### src/rtl/shift_arbiter_pkg.sv
// Shared types and widths for shift_arbiter and other shared-datapath units.
// Widths follow BIN_LEN / DELTA_LEN / OUT_BIN_LEN; defaults apply when sys_defs.svh is not in the build.
`ifndef BIN_LEN
`define BIN_LEN 8
`endif
`ifndef DELTA_LEN
`define DELTA_LEN 5
`endif
`ifndef OUT_BIN_LEN
`define OUT_BIN_LEN 16
`endif

package shift_arbiter_pkg;

   localparam int unsigned BIN_W           = `BIN_LEN;
   localparam int unsigned DELTA_W         = `DELTA_LEN;
   localparam int unsigned OUT_W           = `OUT_BIN_LEN;
   localparam int unsigned NUM_REQ_DEFAULT = 4;
   localparam int unsigned MAX_ID_W        = 4;

   typedef struct packed {
      logic [BIN_W-1:0]   bin;
      logic [DELTA_W-1:0] delta;
   } shift_req_t;

   typedef struct packed {
      logic [OUT_W-1:0]    val;
      logic [MAX_ID_W-1:0] id;
      logic                ovf;
   } shift_res_t;

   // True when any set bit of the zero-extended operand lands above bit OUT_W-1.
   function automatic logic shift_ovf(input logic [BIN_W-1:0] bin,
                                      input logic [DELTA_W-1:0] delta);
      logic [OUT_W-1:0] ext;
      ext = OUT_W'(bin);
      if (32'(delta) >= OUT_W) return |bin;
      return |(ext >> (OUT_W - 32'(delta)));
   endfunction

endpackage

### src/rtl/rr_arbiter.sv
// Round-robin arbiter: search starts one past i_ptr and wraps; first requester wins.
// Reusable by any shared datapath unit.
module rr_arbiter #(
   parameter int unsigned N = 4,
   parameter int unsigned W = $clog2(N)
) (
   input  logic         i_en,
   input  logic [N-1:0] i_req,
   input  logic [W-1:0] i_ptr,
   output logic [N-1:0] o_grant,
   output logic [W-1:0] o_winner
);

   logic         w_found;
   logic [W-1:0] w_idx;

   always_comb begin
      o_grant  = '0;
      o_winner = '0;
      w_found  = 1'b0;
      w_idx    = '0;
      for (int unsigned k = 1; k <= N; k++) begin
         w_idx = W'((32'(i_ptr) + k) % N);
         if (i_en && !w_found && i_req[w_idx]) begin
            w_found         = 1'b1;
            o_grant[w_idx]  = 1'b1;
            o_winner        = w_idx;
         end
      end
   end

endmodule

### src/rtl/shifter.sv
// Shared left-shift datapath: o_result = zero-extend(i_bin) << i_delta, truncated.
// Output is meaningless while i_en is low and must not be loaded.
module shifter
   import shift_arbiter_pkg::*;
(
   input  logic               i_en,
   input  logic [BIN_W-1:0]   i_bin,
   input  logic [DELTA_W-1:0] i_delta,
   output logic [OUT_W-1:0]   o_result
);

   assign o_result = i_en ? (OUT_W'(i_bin) << i_delta) : '0;

endmodule

### src/rtl/shift_arbiter.sv
// Round-robin sharing of one shifter among NUM_REQ requesters with a registered, tagged result.
// Optional SHIFT_ARB_OVF_EN adds the res_ovf output.
module shift_arbiter
   import shift_arbiter_pkg::*;
#(
   parameter int unsigned NUM_REQ = NUM_REQ_DEFAULT,
   parameter int unsigned ID_W    = $clog2(NUM_REQ)
) (
   input  logic                              clock,
   input  logic                              reset,
   input  logic [NUM_REQ-1:0]                req_valid,
   output logic [NUM_REQ-1:0]                req_ready,
   input  logic [NUM_REQ-1:0][BIN_W-1:0]     req_bin,
   input  logic [NUM_REQ-1:0][DELTA_W-1:0]   req_delta,
   output logic                              res_valid,
   input  logic                              res_ready,
   output logic [OUT_W-1:0]                  res_val,
   output logic [ID_W-1:0]                   res_id
`ifdef SHIFT_ARB_OVF_EN
   ,
   output logic                              res_ovf
`endif
);

   logic              r_res_valid;
   shift_res_t        r_res;
   logic [ID_W-1:0]   r_ptr;

   logic              w_free;
   logic              w_arb_en;
   logic [NUM_REQ-1:0] w_grant;
   logic [ID_W-1:0]   w_winner;
   logic              w_gnt;
   shift_req_t        w_req;
   logic [OUT_W-1:0]  w_shift_out;
   logic              w_ovf;
   logic              w_unused;

   assign w_free   = !r_res_valid || res_ready;
   assign w_arb_en = w_free && !reset;

   rr_arbiter #(
      .N (NUM_REQ),
      .W (ID_W)
   ) u_rr_arbiter (
      .i_en     (w_arb_en),
      .i_req    (req_valid),
      .i_ptr    (r_ptr),
      .o_grant  (w_grant),
      .o_winner (w_winner)
   );

   assign w_gnt     = |w_grant;
   assign req_ready = w_grant;

   always_comb begin
      w_req.bin   = req_bin[w_winner];
      w_req.delta = req_delta[w_winner];
   end

   shifter u_shifter (
      .i_en     (w_gnt),
      .i_bin    (w_req.bin),
      .i_delta  (w_req.delta),
      .o_result (w_shift_out)
   );

`ifdef SHIFT_ARB_OVF_EN
   assign w_ovf = shift_ovf(w_req.bin, w_req.delta);
`else
   assign w_ovf = 1'b0;
`endif

   // A grant loads over a result being consumed in the same cycle, so there is no bubble.
   always_ff @(posedge clock) begin
      if (reset) begin
         r_res_valid <= 1'b0;
         r_res       <= '0;
         r_ptr       <= ID_W'(NUM_REQ - 1);
      end else if (w_gnt) begin
         r_res_valid <= 1'b1;
         r_res.val   <= w_shift_out;
         r_res.id    <= MAX_ID_W'(w_winner);
         r_res.ovf   <= w_ovf;
         r_ptr       <= w_winner;
      end else if (res_ready) begin
         r_res_valid <= 1'b0;
      end
   end

   assign res_valid = r_res_valid;
   assign res_val   = r_res.val;
   assign res_id    = r_res.id[ID_W-1:0];
`ifdef SHIFT_ARB_OVF_EN
   assign res_ovf   = r_res.ovf;
`endif

   assign w_unused = ^{r_res.id, r_res.ovf};

endmodule
### config.mk
export PLATFORM = sky130hd
export DESIGN_NAME = shift_arbiter
export DESIGN_NICKNAME = d
export VERILOG_FILES = /design/src/rtl/shift_arbiter_pkg.sv /design/src/rtl/rr_arbiter.sv /design/src/rtl/shifter.sv /design/src/rtl/shift_arbiter.sv
export SDC_FILE = /design/constraint.sdc
export NUM_CORES = 1
export LEC_CHECK = 0
export CAP_MARGIN = 15
export CORE_UTILIZATION = 30
export CTS_BUF_LIST = sky130_fd_sc_hd__clkbuf_8
export DETAILED_ROUTE_END_ITERATION = 10
export PLACE_DENSITY = 0.69
export SLEW_MARGIN = 20
export SYNTH_ARGS = -nofsm -noshare
export SYNTH_HDL_FRONTEND = slang
export SYNTH_HIERARCHICAL = 1
export SYNTH_SLANG_ARGS = --single-unit
### constraint.sdc
create_clock -name clock -period 8 [get_ports clock]
set_clock_uncertainty 0.05 [all_clocks]
set_input_delay 2 -clock clock [delete_from_list [all_inputs] [get_ports clock]]
set_output_delay 2 -clock clock [all_outputs]
set_load 0.01 [all_outputs]
==> impl_metrics.ini <==
[sta]
final_min_period_over_clock_period_pct = 80.0
tightestPinTransition_ns = 0.870
final-hold-violation-count = 0
rsz0062_at_grt = no
setup_viol = 0
timing.final.crit_period_ns = 6.40
achievable-frequency_mhz = 156
max-slew-margin-rel_pct = 42.0
hold-worst-slack_ns = 0.424
slew_violations = 0
tns_ns = 0

[setup_path]
critPathMaxFanout = 12
cp-start-kind = input pin
setup.worst_path.end_class = output port
critPathArrivalTime_ns = 4.35
timing_worst_setup_path_type = input pin to output port
cpMaxStageDelayCell = sky130_fd_sc_hd__mux4_2
timing.critical_path.mode_cell = sky130_fd_sc_hd__clkdlybuf4s50_1
critical_path_required_ns = 5.95
critical-path-max-stage-delay_ns = 0.61
cp_cell_sequence = clkdlybuf4s50_1 -> mux4_2 -> nor2_1 -> and3_1 -> a221o_1 -> clkdlybuf4s50_1

[layout]
fin_nets = 365
multiInputGateArea_um2 = 1660
drive_above_1_share_pct = 12.1
regArea_um2 = 420
antennaDiodeCount = 0
fillers = 673
synthToLayoutAreaGrowth_pct = 39.6
final_cell_mix = 81 x sky130_fd_sc_hd__clkdlybuf4s50_1, 42 x sky130_fd_sc_hd__nand2b_1, 30 x sky130_fd_sc_hd__mux2i_1
mostFrequentLayoutCell = sky130_fd_sc_hd__clkdlybuf4s50_1

[clock_tree]
cts-htree-levels = 1
post_cts_resized = 0
clkSinkCount = 21
cts.hold.buffers_added = 0
clkSlewWorstSetupHoldPaths_ns = 0.07
clock_insertion_delay_at_the_later_pin_of_the_skew_report_ns = 0.26
tritoncts = yes
ctsRootBufferMaster = sky130_fd_sc_hd__clkbuf_8
clk_path_buf_depth = 2
cts_setup_buffers = 0
cts_inserted_buffers = 3

[floorplan]
floorplan.initialDensity_pct = 31.9
floorplan.die_area_um2 = 7720
die_height_um = 87.9
core_region_area_um2 = 6940
boundaryPins = 82
die-width_um = 87.9
row_count = 30

[drt]
drt-total-wl_um = 5200
drt_pre_antenna_iters = 4
drt-vias-per-instance = 5.01
drt-wirelength-per-cell_um = 13.2
initial_drc_count = 165
vias = 1975
detailed_route_drc_error_count = 0
ant_nets = 0

[synthesis]
netlist_instances = 228
synth_sequential_area_ratio_pct = 19.0
synth_cell_type_count = 42
synth.ff_latch_count = 21
postSynthNetCount = 294
top_cells_by_area_synth = sky130_fd_sc_hd__dfxtp_1 19%, sky130_fd_sc_hd__mux4_2 17%, sky130_fd_sc_hd__mux2i_1 14%
synthesis.yosys.warnings = 6
syn_avg_cell_area_um2 = 9.70
synth_top_cell_area_share_pct = 19.0
synth_top_cell_by_area = sky130_fd_sc_hd__dfxtp_1
synth_area_um2 = 2210

[global_routing]
global_route.usage.total_pct = 14.1
first_global_vias = 1896
grt_use_met2_pct = 24.0
global_route_wire_length_before_repair_um = 8820
overflow = 0
grt_antenna_before_repair = 0
global_route.usage.met1_pct = 19.5
grt_start_max_net_pins = 43
groute.layer.met3.usage_pct = 1.23
grt_busiest_layer = met2

[worst_hold_path]
hold_class = flip-flop to flip-flop

[power_and_ir_drop]
cellInternalPower_uw = 489
vdd_drop_max_mv = 0.0941
power.switching_fraction_pct = 45.1
power_frac_clock_pct = 7.8
p_sw_uw = 402
leakage_uw = 0.00115
power_frac_seq_pct = 15.9
power_density_nw_per_um2 = 288
totalPowerFinal_uw = 891
power.share.combinational_pct = 76.3

[job]
maxCapViolCount = 0

[placed_design]
place_congestion = 0.851
hpwlAfterDp_um = 4150
io_buffers = 81

[status]
status = finished, final reports clean
[layout make-up]
| cell class | instances | area share [%] |
|---|---|---|
| multi-input combinational | 185 | 53.6 |
| timing repair buffer | 84 | 27.0 |
| sequential | 21 | 13.6 |
| tap | 96 | 3.89 |
| clock buffer | 3 | 1.34 |
| inverter | 4 | 0.486 |
| clock inverter | 1 | 0.122 |
[registers in the layout, summed over array words and instances, names as in the netlist]
| register | flops |
|---|---|
| r_ptr | 2 |
| res_id | 2 |
| res_val | 16 |
| res_valid | 1 |
[through the flow]
| stage | cell area (µm²) | setup slack [ns] | cells | utilization, % |
|---|---|---|---|---|
| after global routing | 3090 | 1.47 | 394 | 44.5 |
| after floorplan | 2210 | 2.76 | 228 | - |
| after global placement | 3040 | 1.68 | 390 | 43.8 |
| after detailed placement | 3040 | 1.59 | 390 | 43.8 |
| final | 3090 | 1.60 | 394 | 44.5 |
| after CTS | 3090 | 1.59 | 394 | 44.5 |
[worst max-delay path, delay by kind of cell]
kind	cells	cell delay, ns
mux	1	0.61
buf+inv	2	1.02
simple gates	2	0.47
compound gates	1	0.24
[cells in the mapped netlist, drive strengths merged]
| cell type | count |
|---|---|
| a2111oi | 1 |
| a211o | 1 |
| a21boi | 4 |
| a21oi | 5 |
| a221o | 5 |
| a221oi | 2 |
| a22o | 1 |
| a22oi | 1 |
| a31o | 1 |
| and2 | 1 |
| and3 | 2 |
| and4 | 1 |
| buf | 12 |
| clkbuf | 6 |
| dfxtp | 21 |
| ha | 7 |
| inv | 4 |
| mux2 | 7 |
| mux2i | 30 |
| mux4 | 18 |
| nand2 | 8 |
| nand2b | 42 |
| nand3 | 1 |
| nand3b | 4 |
| nor2 | 19 |
| nor2b | 7 |
| nor3 | 2 |
| nor3b | 1 |
| nor4 | 3 |
| nor4b | 1 |
| nor4bb | 1 |
| o21ai | 3 |
| o21bai | 1 |
| o22a | 1 |
| o22ai | 2 |
| o31ai | 1 |
| or2 | 1 |
[power groups by stage]
stage	Combinational [µW]	Clock (µW)	Sequential, µW
detailed placement	683	0	145
finish	680	69.2	142
global route	740	75.8	146
global placement	676	0	144
floorplan	555	0	143
CTS	685	72.0	143
[cells by family after synthesis]
family	after synthesis	synth area share, %
mux	55	35.6
compound gates	29	10.1
buf+inv	22	6.33
simple gates	94	25.0
fa+ha+maj	7	3.96
flops	21	19.0
[worst paths after layout]
| path | endpoint | cells after the start | from | slack (ns) |
|---|---|---|---|---|
| worst max-delay path | req_ready[1] | 6 | req_valid[2] | 1.60 |
| worst max register to register | res_val[13] | 13 | r_ptr[0] | 3.10 |
| worst min-delay path | res_val[0] | 2 | res_val[0] | 0.42 |
| worst min register to register | res_val[0] | 2 | res_val[0] | 0.42 |
[layer usage]
layer  vias up  wire [µm]
met5         -          0
met4         0         38
met3         4        291
met2        76       2490
met1       922       2380
li1        973          -
Note: power is estimated with default switching activity, not from simulation.
